==> config.mk <==
export PLATFORM = sky130hd
export DESIGN_NAME = cam_capture_565
export DESIGN_NICKNAME = d
export VERILOG_FILES = /design/src/rtl/cam_capture_565.sv
export SDC_FILE = /design/constraint.sdc
export NUM_CORES = 1
export LEC_CHECK = 0
export ABC_AREA = 1
export BUFFER_PORTS_ARGS = -buffer_cell sky130_fd_sc_hd__buf_4
export CAP_MARGIN = 0
export CORE_ASPECT_RATIO = 1.1
export CORE_MARGIN = 2
export CORE_UTILIZATION = 54
export CTS_CLUSTER_DIAMETER = 120
export DETAILED_ROUTE_END_ITERATION = 12
export PLACE_DENSITY = 0.77
export SKIP_CTS_REPAIR_TIMING = 1
export SLEW_MARGIN = 20
export SYNTH_ARGS = -nofsm -noshare
export SYNTH_HDL_FRONTEND = slang
export SYNTH_SLANG_ARGS = --single-unit
==> constraint.sdc <==
create_clock -name wclk -period 3.91 [get_ports wclk]
set_input_delay 0.1955 -clock wclk [delete_from_list [all_inputs] [get_ports wclk]]
set_output_delay 0.1955 -clock wclk [all_outputs]
set_load 0.02 [all_outputs]
==> src/rtl/cam_capture_565.sv <==
// cam_capture_565: OV7670-style byte stream to RGB565 pixel write strobes.
// Optional colour-bar test pattern is built when CAM_TEST_PATTERN_EN is defined.
module cam_capture_565 #(
  parameter int H_PIXELS = 320,
  parameter int V_LINES  = 240,
  parameter int ADDR_W   = 17
) (
  input  logic              wclk,
  input  logic              rst,
  input  logic              enable,
  input  logic              test_mode,
  input  logic              cam_pclk,
  input  logic              cam_vsync,
  input  logic              cam_href,
  input  logic [7:0]        cam_din,
  output logic [ADDR_W-1:0] cam_addr,
  output logic [15:0]       cam_data,
  output logic              cam_we,
  output logic              busy,
  output logic              frame_done,
  output logic              short_frame,
  output logic [ADDR_W:0]   pixel_count
);

  localparam int TOTAL_I = H_PIXELS * V_LINES;
  localparam logic [ADDR_W:0] TOTAL = (ADDR_W+1)'(TOTAL_I);
  localparam int CW = 16;

  typedef enum logic [1:0] {
    S_IDLE,
    S_WAIT_FRAME,
    S_FRAME,
    S_DONE
  } state_e;

  state_e state_q, state_d;

  logic [2:0] pclk_q, vs_q, href_q;
  logic [7:0] din1_q, din2_q;

  logic [ADDR_W:0]   pix_q, pix_d;
  logic [CW-1:0]     col_q, col_d;
  logic [CW-1:0]     line_q, line_d;
  logic              ph_q, ph_d;
  logic [7:0]        hi_q, hi_d;
  logic [ADDR_W-1:0] addr_q, addr_d;
  logic [15:0]       data_q, data_d;
  logic              we_q, we_d;
  logic              short_q, short_d;
  logic [ADDR_W:0]   cnt_q, cnt_d;

  logic pclk_rise, vs_rise, vs_fall, href_fall;
  logic byte_ok, in_window;
  logic [15:0] pix_data;

  // Two-flop synchronizers plus an edge-detect stage; data aligned with pclk stage 2.
  always_ff @(posedge wclk or posedge rst) begin
    if (rst) begin
      pclk_q <= '0;
      vs_q   <= '0;
      href_q <= '0;
      din1_q <= '0;
      din2_q <= '0;
    end else begin
      pclk_q <= {pclk_q[1:0], cam_pclk};
      vs_q   <= {vs_q[1:0], cam_vsync};
      href_q <= {href_q[1:0], cam_href};
      din1_q <= cam_din;
      din2_q <= din1_q;
    end
  end

  assign pclk_rise = pclk_q[1] & ~pclk_q[2];
  assign vs_rise   = vs_q[1] & ~vs_q[2];
  assign vs_fall   = ~vs_q[1] & vs_q[2];
  assign href_fall = ~href_q[1] & href_q[2];
  assign byte_ok   = pclk_rise & href_q[1];
  assign in_window = (col_q < CW'(H_PIXELS)) &&
                     (line_q < CW'(V_LINES)) &&
                     (pix_q < TOTAL);

`ifdef CAM_TEST_PATTERN_EN
  localparam int BAR_W = H_PIXELS / 8;

  function automatic logic [15:0] bar_color(input logic [2:0] idx);
    logic [15:0] c;
    unique case (idx)
      3'd0: c = 16'hFFFF;
      3'd1: c = 16'hFFE0;
      3'd2: c = 16'h07FF;
      3'd3: c = 16'h07E0;
      3'd4: c = 16'hF81F;
      3'd5: c = 16'hF800;
      3'd6: c = 16'h001F;
      default: c = 16'h0000;
    endcase
    return c;
  endfunction

  // Pixel value: camera pair, or the colour bar for this column in test mode.
  always_comb begin
    pix_data = {hi_q, din2_q};
    if (test_mode)
      pix_data = bar_color(3'(col_q / CW'(BAR_W)));
  end
`else
  logic unused_test_mode;
  assign unused_test_mode = test_mode;
  assign pix_data = {hi_q, din2_q};
`endif

  // State and datapath registers.
  always_ff @(posedge wclk or posedge rst) begin
    if (rst) begin
      state_q <= S_IDLE;
      pix_q   <= '0;
      col_q   <= '0;
      line_q  <= '0;
      ph_q    <= 1'b0;
      hi_q    <= '0;
      addr_q  <= '0;
      data_q  <= '0;
      we_q    <= 1'b0;
      short_q <= 1'b0;
      cnt_q   <= '0;
    end else begin
      state_q <= state_d;
      pix_q   <= pix_d;
      col_q   <= col_d;
      line_q  <= line_d;
      ph_q    <= ph_d;
      hi_q    <= hi_d;
      addr_q  <= addr_d;
      data_q  <= data_d;
      we_q    <= we_d;
      short_q <= short_d;
      cnt_q   <= cnt_d;
    end
  end

  // Next-state: frame sequencing, byte pairing and line/frame boundaries.
  always_comb begin
    state_d = state_q;
    pix_d   = pix_q;
    col_d   = col_q;
    line_d  = line_q;
    ph_d    = ph_q;
    hi_d    = hi_q;
    addr_d  = addr_q;
    data_d  = data_q;
    we_d    = 1'b0;
    short_d = short_q;
    cnt_d   = cnt_q;
    unique case (state_q)
      S_IDLE: begin
        addr_d = '0;
        if (enable)
          state_d = S_WAIT_FRAME;
      end
      S_WAIT_FRAME: begin
        if (vs_fall) begin
          pix_d   = '0;
          col_d   = '0;
          line_d  = '0;
          ph_d    = 1'b0;
          short_d = 1'b0;
          cnt_d   = '0;
          addr_d  = '0;
          state_d = S_FRAME;
        end
      end
      S_FRAME: begin
        if (vs_rise || (pix_q == TOTAL)) begin
          cnt_d   = pix_q;
          short_d = (pix_q < TOTAL);
          state_d = S_DONE;
        end else if (byte_ok) begin
          if (!ph_q) begin
            hi_d = din2_q;
            ph_d = 1'b1;
          end else begin
            ph_d = 1'b0;
            if (col_q != '1)
              col_d = col_q + CW'(1);
            if (in_window) begin
              we_d   = 1'b1;
              addr_d = pix_q[ADDR_W-1:0];
              data_d = pix_data;
              pix_d  = pix_q + (ADDR_W+1)'(1);
            end
          end
        end else if (href_fall) begin
          col_d = '0;
          ph_d  = 1'b0;
          if (line_q != '1)
            line_d = line_q + CW'(1);
        end
      end
      S_DONE: begin
        if (enable) begin
          state_d = S_WAIT_FRAME;
        end else begin
          state_d = S_IDLE;
          addr_d  = '0;
        end
      end
    endcase
  end

  assign cam_addr    = addr_q;
  assign cam_data    = data_q;
  assign cam_we      = we_q;
  assign busy        = (state_q == S_WAIT_FRAME) || (state_q == S_FRAME);
  assign frame_done  = (state_q == S_DONE);
  assign short_frame = short_q;
  assign pixel_count = cnt_q;

endmodule

==> metrics.csv <==
metric,value,unit
status,"complete, no violations",
Hold Crit Class,in2reg,
DRT antenna net count,0,
vias in the first global route,5503,
VDD IR max,322.5,µV
MaxCap Viol Count,0,
hpwl dp,10.24,mm
H-tree level count,4,
Syn. warnings,0,
Global Route Usage Sum,22.79,%
clk sink count,139,
worst-margin pin slew,0.7018,ns
Final Slew Violations,0,
"Setup violations, final",0,
core outline area,13050,µm²
crit path DAT,3.13,ns
chip height,124.5,µm
wire per inst,13.40,µm
RSZ-0062 raised after global routing,false,
async set-reset flop share out of synthesis,100.0,%
syn_area_per_cell,7.815,µm²
PortBufs,68,
CTS tree,yes,
cell leakage power,0.004349,µW
via count,6050,
Final Cycle Share,70.77,%
Post-Syn Instances,912,
DR pass1 iterations,6,
CP max FO,26,
Unique masters post-synth,34,
Yosys reg bits,139,
worst skew pair latency,0.43,ns
Highest Clock Rate,0.3614,GHz
Layout area overhead,18.22,%
Setup Skew,0.008112,ns
register area share after synthesis,48.81,%
R2R setup slack,1.14,ns
routability cong.,0.9079,
I/O Pins,70,
Post-Route WL,15.52,mm
CP Data Required Time,4.28,ns
Crit Path Category,reg2reg,
die area,14130,µm²
element type at the critical path start,flip-flop,
final hold viol count,0,
initial core utilization,54.62,%
first-pass GRT wire length,26.10,mm
Residual DRC,0,
Longest Clk Path Bufs,2,
share of cells above drive strength 1,13.54,%
fin crit period,2.767,ns
synthesized area,7127,µm²
GR Overflow Total,0,
top_reg_cell synth,dfrtp_1,
TNS Setup,0,ns
Final #Nets,1008,
crit end category,flip-flop,
power density over cell area,539.8,nW/µm²
starting DRC count in detailed routing,516,
initial antenna violation count,0,
Syn Nets,936,
clk root buf,clkbuf_16,
CTS buffer count,17,
vias per std cell,5.225,
power consumption,4548,µW
"EDFF count, synth",0,
clock-pin transition on the worst setup and hold timing paths,0.06,ns
fill cell count,1112,
largest net degree at the start of global routing,50,
Rel. slew slack,53.16,%
# diodes,0,
FP Rows,44,
Die X,113.5,µm
-- path summary, 6_finish.rpt --
| check | from | endpoint | cells after the start |
|---|---|---|---|
| max | state_q[0]$_DFFE_PP0P_ | cam_data[2]$_DFFE_PP0P_ | 7 |
| min | enable | state_q[0]$_DFFE_PP0P_ | 3 |
| max reg2reg | state_q[0]$_DFFE_PP0P_ | cam_data[2]$_DFFE_PP0P_ | 7 |
| min reg2reg | href_q[0]$_DFF_PP0_ | href_q[1]$_DFF_PP0_ | 0 |
| max in group asynchronous | rst | cam_data[3]$_DFFE_PP0P_ | 5 |
| min in group asynchronous | rst | din1_q[7]$_DFF_PP0_ | 3 |
-- Yosys cell counts, types with 4 or more instances --
cell | instances | share of area [%]
buf_2 | 14 | 0.98
o21ai_0 | 38 | 2.7
xnor2_1 | 6 | 0.74
nor3_1 | 4 | 0.28
nand3_2 | 8 | 1.1
nand3_1 | 88 | 6.2
nand4_1 | 24 | 2.1
clkbuf_1 | 8 | 0.42
buf_4 | 5 | 0.53
o21ai_1 | 14 | 0.98
ha_1 | 9 | 1.6
o21bai_1 | 17 | 1.8
buf_6 | 5 | 0.79
inv_1 | 70 | 3.7
nand2_1 | 303 | 16
inv_2 | 4 | 0.21
nor2_1 | 109 | 5.7
dfrtp_1 | 139 | 49
xor2_1 | 17 | 2.1
-- state kept, by name (all words and copies together) (netlist names) --
| name | cells |
|---|---|
| ph_q | 1 |
| vs_q | 3 |
| pclk_q | 3 |
| din1_q | 8 |
| href_q | 3 |
| cam_we | 1 |
| din2_q | 8 |
| pixel_count | 18 |
| state_q | 2 |
| col_q | 16 |
| line_q | 16 |
| pix_q | 18 |
| cam_addr | 17 |
| hi_q | 8 |
| cam_data | 16 |
| short_frame | 1 |
-- per-stage QoR --
| step | instance area, µm² | std cells | util [%] | hold slack, ns | setup WS [ns] |
|---|---|---|---|---|---|
| 6_report | 8426 | 1158 | 64.58 | 0.1285 | 1.143 |
| 5_1_grt | 8426 | 1158 | 64.58 | 0.1583 | 0.8876 |
| 4_1_cts | 8278 | 1145 | 63.44 | -0.1404 | 1.176 |
| 3_5_place_dp | 7690 | 1113 | 58.94 | 0.3058 | 1.219 |
| 3_3_place_gp | 7690 | 1113 | 58.94 | 0.3045 | 1.264 |
| 2_1_floorplan | 7131 | 912 | - | 0.2269 | 1.979 |
-- layout make-up --
cell class	count	area (µm²)	area share (%)
Clock buffer	19	452.9	5.376
Clock inverter	13	135.1	1.604
Inverter	74	281.5	3.341
Multi-Input combinational cell	664	3166	37.57
Sequential cell	139	3478	41.28
Tap cell	161	201.4	2.391
Timing Repair Buffer	88	710.7	8.435
-- cells in the final DEF (no fill, tap or decap), drive strengths merged, types with 9 or more instances in the layout --
master,Yosys,final
nor2,112,112
ha,9,9
inv,74,77
xor2,17,17
dlygate4sd3,0,12
clkbuf,8,19
o21bai,17,17
dfrtp,139,139
nand4,24,24
nand3,97,97
nand2,308,308
buf,27,76
o21ai,53,53
-- metal layers --
metal / share of wire, % / vias up / GRT usage, %
met4: 1.3 / 0 / 8.895
li1: - / 3063 / -
met1: 46 / 2812 / 31.59
met5: 0 / - / 0
met3: 4.6 / 21 / 4.672
met2: 48 / 154 / 35.33
-- logic make-up (layout without fill, tap and decap cells) --
group                      count (synthesis)  after routing  share of synthesized area, %
buffers and inverters                    109            194                         6.777
adders and majority gates                  9              9                         1.580
DFF                                      139            139                         48.81
AOI/OAI and AO/OA                         78             78                         6.671
xor gates and xnor gates                  23             23                         2.827
and+or+nand+nor                          554            554                         33.34
-- power by group --
| group | total (µW) | internal, µW | switching, µW |
|---|---|---|---|
| logic | 1340 | 313 | 1020 |
| clock network | 1580 | 923 | 656 |
| registers | 1630 | 1550 | 82.9 |
| total | 4550 | 2790 | 1760 |
-- critical path: stages (launching register included) --
cell and delay (ns):
dfrtp_1 0.44, inv_1 0.13, ha_1 0.41, buf_4 0.40, nand3_2 0.39, nor2_2 0.67, nand2_1 0.15, nand2_1 0.10
(Power assumes the default switching activity.)
